File: config.mk
export PLATFORM = sky130hd
export DESIGN_NAME = kalman_gain_mult_2x2
export DESIGN_NICKNAME = d
export VERILOG_FILES = /design/src/rtl/kalman_fx_pkg.sv /design/src/rtl/kalman_gain_mult_2x2_fx_mac.sv /design/src/rtl/kalman_gain_mult_2x2.sv
export SDC_FILE = /design/constraint.sdc
export NUM_CORES = 1
export LEC_CHECK = 0
export BUFFER_PORTS_ARGS = -buffer_cell sky130_fd_sc_hd__buf_2
export CAP_MARGIN = 20
export CORE_AREA = 10 10 211 213
export DETAILED_ROUTE_END_ITERATION = 7
export DIE_AREA = 0 0 221 223
export PLACE_DENSITY = 0.78
export SETUP_SLACK_MARGIN = 0.1
export SYNTH_ARGS = -nofsm -noshare
export SYNTH_HDL_FRONTEND = slang
export SYNTH_SLANG_ARGS = --single-unit
export TNS_END_PERCENT = 50
File: constraint.sdc
create_clock -name clk -period 9.4 [get_ports clk]
set_input_delay 0.94 -clock clk [delete_from_list [all_inputs] [get_ports clk]]
set_output_delay 0.94 -clock clk [all_outputs]
set_load 0.005 [all_outputs]
File: src/rtl/kalman_fx_pkg.sv
// Shared fixed-point definitions for the Kalman update datapath.
//   WIDTH / INT_DIGITS : default word format (signed, INT_DIGITS integer bits
//                        including sign, FRAC fractional bits).
//   fx_t / mat2_t      : scalar word and 2x2 matrix of words.
//   fx_sat / fx_ovf    : rescale a full-precision accumulator back to fx_t,
//                        saturating at the fx_t range, and flag saturation.
package kalman_fx_pkg;

  localparam int WIDTH      = 16;
  localparam int INT_DIGITS = 10;
  localparam int FRAC       = WIDTH - INT_DIGITS;
  localparam int ACC_W      = 2 * WIDTH + 1;

  typedef logic signed [WIDTH-1:0]   fx_t;
  typedef fx_t [0:1][0:1]            mat2_t;
  typedef logic signed [2*WIDTH-1:0] prod_t;
  typedef logic signed [ACC_W-1:0]   acc_t;

  typedef enum logic [1:0] {
    ST_IDLE = 2'd0,
    ST_MAC  = 2'd1,
    ST_DONE = 2'd2
  } state_t;

  localparam fx_t FX_MAX = fx_t'((2 ** (WIDTH - 1)) - 1);
  localparam fx_t FX_MIN = fx_t'(-(2 ** (WIDTH - 1)));

  // True when the rescaled accumulator falls outside the fx_t range.
  function automatic logic fx_ovf(input acc_t acc);
    acc_t sh;
    sh = acc >>> FRAC;
    return (sh > acc_t'(FX_MAX)) || (sh < acc_t'(FX_MIN));
  endfunction

  // Arithmetic shift (floor) back to FRAC fractional bits, then clamp.
  function automatic fx_t fx_sat(input acc_t acc);
    acc_t sh;
    sh = acc >>> FRAC;
    if (sh > acc_t'(FX_MAX)) begin
      return FX_MAX;
    end else if (sh < acc_t'(FX_MIN)) begin
      return FX_MIN;
    end
    return fx_t'(sh);
  endfunction

endpackage

File: src/rtl/kalman_gain_mult_2x2_fx_mac.sv
// Single shared multiply-accumulate unit for the 2x2 gain multiplier.
// Ports:
//   clk, rst   : clock, asynchronous active-high reset (clears the accumulator)
//   clk_en     : advance enable; accumulator holds when low
//   clr        : zero the accumulator (new operation)
//   step       : perform a MAC step this edge
//   first      : step loads the product instead of adding it (k = 0 term)
//   a, b       : operands for this step
//   res        : saturated, rescaled value of the accumulator after this step
//   ovf        : res was clamped
module kalman_gain_mult_2x2_fx_mac
  import kalman_fx_pkg::*;
(
  input  logic clk,
  input  logic rst,
  input  logic clk_en,
  input  logic clr,
  input  logic step,
  input  logic first,
  input  fx_t  a,
  input  fx_t  b,
  output fx_t  res,
  output logic ovf
);

  prod_t prod;
  acc_t  acc_d;
  acc_t  acc_q;

  always_comb begin
    prod  = a * b;
    acc_d = acc_q;
    if (clr) begin
      acc_d = '0;
    end else if (step) begin
      if (first) begin
        acc_d = acc_t'(prod);
      end else begin
        acc_d = acc_q + acc_t'(prod);
      end
    end
    // Result is taken from the next accumulator value so the finished
    // element can be written on the same edge as its second product.
    res = fx_sat(acc_d);
    ovf = fx_ovf(acc_d);
  end

  always_ff @(posedge clk or posedge rst) begin
    if (rst) begin
      acc_q <= '0;
    end else if (clk_en) begin
      acc_q <= acc_d;
    end
  end

endmodule

File: src/rtl/kalman_gain_mult_2x2.sv
// Sequential 2x2 fixed-point matrix multiply Res = A * B, computing the
// Kalman gain K = (P*H^T) * S^-1 downstream of the 2x2 inverter.
// One shared MAC performs 8 steps per operation (two per output element).
// Ports:
//   clk, rst : clock, asynchronous active-high reset
//   clk_en   : advance enable; low freezes all state
//   start    : request, accepted only in IDLE
//   A, B     : operands, latched on the accepted start edge
//   Res      : product matrix, elements update progressively, then hold
//   done     : high for the DONE state (one enabled cycle)
//   busy     : high in MAC and DONE
//   sat      : sticky saturation flag for the current operation
module kalman_gain_mult_2x2
  import kalman_fx_pkg::*;
(
  input  logic  clk,
  input  logic  rst,
  input  logic  clk_en,
  input  logic  start,
  input  mat2_t A,
  input  mat2_t B,
  output mat2_t Res,
  output logic  done,
  output logic  busy,
  output logic  sat
);

  state_t     state_d, state_q;
  logic [2:0] idx_d, idx_q;
  mat2_t      a_d, a_q;
  mat2_t      b_d, b_q;
  mat2_t      res_d, res_q;
  logic       sat_d, sat_q;
  logic       done_d, done_q;
  logic       busy_d, busy_q;

  logic mac_clr;
  logic mac_step;
  fx_t  mac_a;
  fx_t  mac_b;
  fx_t  mac_res;
  logic mac_ovf;

  // idx[2] = row i, idx[1] = column j, idx[0] = inner index k.
  assign mac_a = a_q[idx_q[2]][idx_q[0]];
  assign mac_b = b_q[idx_q[0]][idx_q[1]];

  kalman_gain_mult_2x2_fx_mac u_mac (
    .clk    (clk),
    .rst    (rst),
    .clk_en (clk_en),
    .clr    (mac_clr),
    .step   (mac_step),
    .first  (~idx_q[0]),
    .a      (mac_a),
    .b      (mac_b),
    .res    (mac_res),
    .ovf    (mac_ovf)
  );

  always_comb begin
    state_d  = state_q;
    idx_d    = idx_q;
    a_d      = a_q;
    b_d      = b_q;
    res_d    = res_q;
    sat_d    = sat_q;
    mac_clr  = 1'b0;
    mac_step = 1'b0;

    case (state_q)
      ST_IDLE: begin
        if (start) begin
          a_d     = A;
          b_d     = B;
          idx_d   = 3'd0;
          sat_d   = 1'b0;
          mac_clr = 1'b1;
          state_d = ST_MAC;
        end
      end
      ST_MAC: begin
        mac_step = 1'b1;
        idx_d    = idx_q + 3'd1;
        if (idx_q[0]) begin
          res_d[idx_q[2]][idx_q[1]] = mac_res;
          if (mac_ovf) begin
            sat_d = 1'b1;
          end
        end
        if (idx_q == 3'd7) begin
          state_d = ST_DONE;
        end
      end
      ST_DONE: begin
        state_d = ST_IDLE;
      end
      default: begin
        state_d = ST_IDLE;
      end
    endcase

    // Status outputs are registered copies of the next state.
    done_d = (state_d == ST_DONE);
    busy_d = (state_d != ST_IDLE);
  end

  always_ff @(posedge clk or posedge rst) begin
    if (rst) begin
      state_q <= ST_IDLE;
      idx_q   <= 3'd0;
      a_q     <= '0;
      b_q     <= '0;
      res_q   <= '0;
      sat_q   <= 1'b0;
      done_q  <= 1'b0;
      busy_q  <= 1'b0;
    end else if (clk_en) begin
      state_q <= state_d;
      idx_q   <= idx_d;
      a_q     <= a_d;
      b_q     <= b_d;
      res_q   <= res_d;
      sat_q   <= sat_d;
      done_q  <= done_d;
      busy_q  <= busy_d;
    end
  end

  assign Res  = res_q;
  assign done = done_q;
  assign busy = busy_q;
  assign sat  = sat_q;

endmodule
==> After elaboration in Yosys (flattened, before gate mapping) <==
Index checks and enable logic that the tools add are counted.
{ "word_totals": {"ff_bits": 233, "latch_bits": 0, "mem_bits_rw": 0, "rom_bits": 0, "input_bits": 132, "wordCells": 87, "n_memories": 0} }
{ "op_classes": {"addsub": 2, "mul": 1, "n_div": 0, "n_lt_le_gt_ge": 7, "n_eq_ne": 6, "shift": 0, "muxes": 37, "bitwise": 3, "n_reduce_logical": 12} }
{ "op_table": {"columns": ["operator", "n"], "rows": [
  ["32-bit two-way mux", 7],
  ["16-bit two-way mux", 10],
  ["33-bit two-way mux", 3],
  ["64-bit bitwise mux", 1],
  ["33-bit by 32-bit adder with 33-bit output", 1],
  ["32-bit demux with 1-bit select", 1],
  ["16-bit by 16-bit multiplier with 32-bit output", 1],
  ["27-bit by 16-bit greater-than comparator with 1-bit output (second input constant)", 1],
  ["27-bit by 16-bit less-than comparator with 1-bit output (second input constant)", 1],
  ["16-bit demux with 1-bit select", 1],
  ["3-bit AND reduction", 3],
  ["1-bit two-way mux", 8],
  ["2-bit greater-or-equal comparator (second input constant)", 3],
  ["2-bit != test (second input constant)", 3],
  ["1-bit NOT with 2-bit output", 3],
  ["3-bit case mux with 2 select lines", 1],
  ["2-bit nonzero test", 3],
  ["5-bit AND reduction", 1],
  ["2-bit by 1-bit less-than comparator with 1-bit output (second input constant)", 2],
  ["2-bit two-way mux", 2],
  ["2-bit case mux with 2 select lines", 1],
  ["3-bit by 1-bit adder with 3-bit output (second input constant)", 1],
  ["3-bit equality test (second input constant)", 1],
  ["3-bit two-way mux", 1],
  ["7 further kinds", 8]
]} }

==> Longest topological paths before layout <==
{ "logic_depth": {"depth_word": 17, "depth_mapped": 42, "ltp_nobuf": 36} }

==> Modules after synthesis <==
Synthesis repeated with hierarchy kept, for this count alone.
{ "hier_totals": {"cells_unflattened": 2161, "hier_area_um2": 22552.9} }
{ "by_module_without_submodules": {"columns": ["mod", "n_inst", "cells_each", "area_each_um2", "seq_area_each_um2"], "rows": [
  ["kalman_gain_mult_2x2_fx_mac", 1, 1676, 14134.8, 825.8],
  ["kalman_gain_mult_2x2", 1, 485, 8418.1, 5004.8]
]} }

==> Least setup slack after synthesis <==
OpenSTA, ideal clock, no wires.
{ "synth_path": {"kind": "flip-flop to flip-flop", "from": "register idx_q[0]", "to": "register res_q, in the netlist Res[29]", "arrival_ns": 9.832, "required_ns": 9.278, "slack_ns": -0.554, "stages_incl_launch_ff": 36, "n_path_buf": 7, "period_less_slack_ns": 9.954, "cell_sequence": "dfrtp_1 clkbuf_1 buf_1 clkbuf_1 clkbuf_1 o21a_1 clkbuf_1 nand2_1 fa_1 fa_1 fa_1 inv_1 fa_1 fa_1 inv_1 fa_1 inv_1 ha_1 a21oi_1 o21ai_0 or3_1 o211ai_1 or3b_1 ha_1 clkbuf_1 a21oi_1 o21ai_0 nor3_1 nand3_1 o21ai_0 a2111oi_0 nand4_1 o41a_4 buf_6 nor2b_4 o21ai_1"} }
{ "synth_via": {"elab_chain_cells": 17, "word_cells_on_any_way": 23, "classes_between": "1 x add/sub; 1 x mul; 2 x order compare; 17 x mux; 1 x bitwise; 1 x reduce/logical"} }
{ "synth_lines": {"columns": ["item", "line", "text"], "rows": [
  ["from (decl)", "kalman_gain_mult_2x2.sv:29", "logic [2:0] idx_d, idx_q;"],
  ["from (signal assigned)", "kalman_gain_mult_2x2.sv:120", "idx_q <= idx_d;"],
  ["1-bit NOT with 2-bit output (implied by the code)", "kalman_gain_mult_2x2.sv:45, kalman_gain_mult_2x2.sv:46", null],
  ["32-bit two-way mux (implied by the code) (3 in a row)", "kalman_gain_mult_2x2.sv:46", "assign mac_b = b_q[idx_q[0]][idx_q[1]];"],
  ["16-bit two-way mux (implied by the code) (3 in a row)", "kalman_gain_mult_2x2.sv:46", null],
  ["16-bit by 16-bit multiplier with 32-bit output", "kalman_gain_mult_2x2_fx_mac.sv:31", "prod = a * b;"],
  ["33-bit by 32-bit adder with 33-bit output", "kalman_gain_mult_2x2_fx_mac.sv:39", "acc_d = acc_q + acc_t'(prod);"],
  ["33-bit two-way mux", "kalman_gain_mult_2x2_fx_mac.sv:36", "if (first) begin"],
  ["33-bit two-way mux", "kalman_gain_mult_2x2_fx_mac.sv:35", "end else if (step) begin"],
  ["33-bit two-way mux", "kalman_gain_mult_2x2_fx_mac.sv:33", "if (clr) begin"],
  ["27-bit by 16-bit less-than comparator with 1-bit output", "kalman_fx_pkg.sv:41", "end else if (sh < acc_t'(FX_MIN)) begin"],
  ["1-bit two-way mux", "kalman_fx_pkg.sv:41", null],
  ["1-bit two-way mux", "kalman_fx_pkg.sv:39", "if (sh > acc_t'(FX_MAX)) begin"],
  ["16-bit two-way mux", "kalman_fx_pkg.sv:44", "return fx_t'(sh);"],
  ["64-bit bitwise mux", "kalman_gain_mult_2x2.sv:86", "res_d[idx_q[2]][idx_q[1]] = mac_res;"],
  ["to (signal assigned)", "kalman_gain_mult_2x2.sv:123", "res_q <= res_d;"],
  ["to (decl)", "kalman_gain_mult_2x2.sv:32", "mat2_t res_d, res_q;"]
]} }
Parallel ways exist; a longest one is shown, timed or not. The select of a mux whose other input is x is not followed.
A chain may end at the register's enable or synchronous reset.

==> Final worst setup path <==
{ "layout_path": {"from": "register idx_q[1]", "to": "register res_q, in the netlist Res[17]"} }
{ "layout_via": {"elab_chain_cells": 14, "word_cells_on_any_way": 23, "classes_between": "1 x add/sub; 1 x mul; 4 x order compare; 15 x mux; 1 x bitwise; 1 x reduce/logical"} }
{ "layout_lines": {"columns": ["item", "line"], "rows": [
  ["1-bit NOT with 2-bit output (implied by the code) *", "kalman_gain_mult_2x2.sv:46, kalman_gain_mult_2x2.sv:86"],
  ["16-bit two-way mux (implied by the code) (3 in a row)", "kalman_gain_mult_2x2.sv:46"],
  ["16-bit by 16-bit multiplier with 32-bit output", "kalman_gain_mult_2x2_fx_mac.sv:31"],
  ["33-bit by 32-bit adder with 33-bit output", "kalman_gain_mult_2x2_fx_mac.sv:39"],
  ["33-bit two-way mux", "kalman_gain_mult_2x2_fx_mac.sv:36"],
  ["33-bit two-way mux", "kalman_gain_mult_2x2_fx_mac.sv:35"],
  ["33-bit two-way mux", "kalman_gain_mult_2x2_fx_mac.sv:33"],
  ["27-bit by 16-bit less-than comparator with 1-bit output", "kalman_fx_pkg.sv:41"],
  ["1-bit two-way mux", "kalman_fx_pkg.sv:41"],
  ["1-bit two-way mux", "kalman_fx_pkg.sv:39"],
  ["16-bit two-way mux", "kalman_fx_pkg.sv:44"],
  ["64-bit bitwise mux *", "kalman_gain_mult_2x2.sv:86"]
]} }
Every way passes the cells marked *; elsewhere a longest branch is shown, timed or not. The select of a mux whose other input is x is not followed.

==> impl_metrics.tcl <==
set metrics [dict create \
    synth-seq-cells 233 \
    hold_path_class "in2async" \
    drive_gt1_frac 0.362 \
    yosys.cell_count.top_type "inv_1" \
    top_layer_used "met5" \
    synth_ff_type "dfrtp_1" \
    portBuffers 198 \
    cts_tree "yes" \
    worst_r2r_endpoint "Res[17]" \
    start_util 0.553 \
    tns_ps 0 \
    synth_cells 2249 \
    hold_viol 0 \
    cts_num_sinks 233 \
    fill_cells 2830 \
    synth_cell_type_count 85 \
    cp.arrival_ps 9730 \
    fin_util 0.710 \
    worstSkewPairLatency_ps 550 \
    rsz0062_at_grt "true" \
    grt_pass1_vias 20300 \
    track_usage 0.274 \
    yosysSeqAreaShare 0.261 \
    fin_crit_ps 9300 \
    wl_per_cell_um 21.7 \
    yosys.area.top_type_share 0.261 \
    drt_iter0_drc 1468 \
    route.met3.wl_um 5460 \
    syn-cell-area_mm2 0.0223 \
    path_buf_inv 11 \
    synth_fp_nets 2761 \
    crit-reg2reg-launch "idx_q[1]" \
    crit_cells 36 \
    fmax_mhz 107 \
    worst_pin_slew_ps 1130 \
    die_h_um 223 \
    layout.nets 3251 \
    fin_ws_ps 97.1 \
    worstPathRequired_ps 9820 \
    setup_violations 0 \
    reg2reg_depth 36 \
    cpMostUsedCell "fa_1" \
    clk_pin_slew_worst_paths_ps 70 \
    drcViolationCount 0 \
    critPathMaxFanout 9 \
    netlist_top_cells_count "inv_1, fa_1, nand2_1" \
    rrSetupSlack_ps 100 \
    die_w_um 221 \
    cp-start-kind "flip-flop" \
    crit_slowest_cell "fa_1" \
    crit_family "adder cells" \
    drtAntennaViolNets 0 \
    max_slew_margin 0.247 \
    holdBufCountCts 0 \
    vias 18900 \
    post_drt_via_cell_ratio 5.75 \
    routed_wl_um 71200 \
    syn_avg_cell_area_um2 9.92 \
    endpoint_kind "flip-flop" \
    gp_congestion 0.979 \
    core_mm2 0.0404 \
    wl_met1_um 28300 \
    drv_slew 0 \
    drt_first_pass_iters 5 \
    worst-setup-path-type "reg2reg" \
    fin_skew_ps 15.5 \
    io_pins 199 \
    cpPeakStageDelay_ps 530 \
    crit_end "Res[17]" \
    numCtsBuffers 25 \
    grt_start_max_net_pins 91 \
    synth_area_leaders "dfrtp_1, fa_1, mux2_2" \
    async_reset_ff_frac 1.00 \
    root_buffer "clkbuf_16" \
    grt_pass1_wl_um 109000 \
    die_area_mm2 0.0493 \
    max-cap-violations 0 \
    htree_num_levels 1 \
    synthToLayoutAreaGrowth_pct 28.5 \
    startpoint "idx_q[1]" \
    status "complete, no violations" \
    antenna_found_initial 1 \
    num_antenna_cells 0 \
    cts_buffer_depth 3 \
    synth_top_area_cell "dfrtp_1" \
    grt_overflow 0 \
    yosys_warnings 0 \
    dp.final_hpwl_um 53900 \
    placementRows 74 \
    dr_wl_met2_um 35500 \
    pre_cts_ws_ps -493 \
    synth_edf_count 0 \
    period_share 0.990 \
]
worst min path at each step:
| stage | end | slack, ps |
|---|---|---|
| after floorplan | u_mac.acc_q[3] | 460 |
| after global placement | Res[47] | 470 |
| after detailed placement | Res[47] | 470 |
| after CTS | b_q[25] | 440 |
| after global routing | b_q[57] | 450 |
| final | b_q[57] | 420 |
repair_timing:
item                       CTS  global route
cloned                       1             6
gates resized for setup     59           218
setup endpoints to repair   62            68
pin swaps                    7           103
setup buffers               18            48
registers in the layout, indices dropped and copies added, names as in the netlist:
register,cells
Res,64
a_q,64
b_q,64
u_mac.acc_q,33
idx_q,3
state_q,2
busy,1
done,1
sat,1
kinds of logic (layout without fill, tap and decap cells):
group / count (synthesis) / count (layout) / synth area share
muxes: 204 / 204 / 0.109
buffers and inverters: 436 / 941 / 0.0741
and+or+nand+nor: 566 / 568 / 0.122
DFF: 233 / 233 / 0.261
adders and majority gates: 380 / 380 / 0.302
xor gates and xnor gates: 58 / 58 / 0.0228
AOI/OAI and AO/OA: 372 / 373 / 0.109
cell type report:
cell class                      count  area [µm²]  area share
Clock inverter                     12         124     0.00432
Multi-Input combinational cell   1583       16000       0.559
Tap cell                          532         666      0.0232
Clock buffer                       33         686      0.0239
Inverter                          335        1270      0.0443
Sequential cell                   233        5830       0.204
Timing Repair inverter              1        7.51    0.000262
Timing Repair Buffer              560        4070       0.142
cells in the final DEF (no fill, tap or decap), types with 23 or more instances in the layout:
master | Yosys | layout
ha_1 | 117 | 92
o21ai_1 | 53 | 49
buf_2 | 6 | 198
fa_1 | 263 | 257
nand2_1 | 247 | 241
a21oi_2 | 1 | 24
xnor2_1 | 41 | 36
inv_1 | 335 | 320
nor2_1 | 132 | 124
clkbuf_16 | 0 | 28
and2_1 | 33 | 31
mux2_2 | 155 | 155
mux2i_1 | 33 | 30
buf_4 | 0 | 317
nor2b_1 | 36 | 32
a22o_1 | 24 | 24
a21o_1 | 23 | 23
dfrtp_1 | 233 | 230
a21oi_1 | 109 | 76
o21ai_0 | 60 | 38
buf_6 | 1 | 26
stage by stage:
| step | instance area [µm²] | cells | hold slack [ps] |
|---|---|---|---|
| after floorplan | 22300 | 2249 | 456 |
| after global placement | 25900 | 3169 | 466 |
| after detailed placement | 25900 | 3169 | 475 |
| after CTS | 27100 | 3233 | 437 |
| after global routing | 28700 | 3289 | 455 |
| final | 28700 | 3289 | 418 |
layer usage:
layer / up-vias / track usage
met5: - / 0
met1: 9647 / 0.354
met4: 2 / 0.0753
li1: 8353 / -
met2: 767 / 0.465
met3: 155 / 0.0467
Power is left out: the tool's default activity adds up to more than one toggle a clock period on the data nets, which glitch-free logic cannot reach.
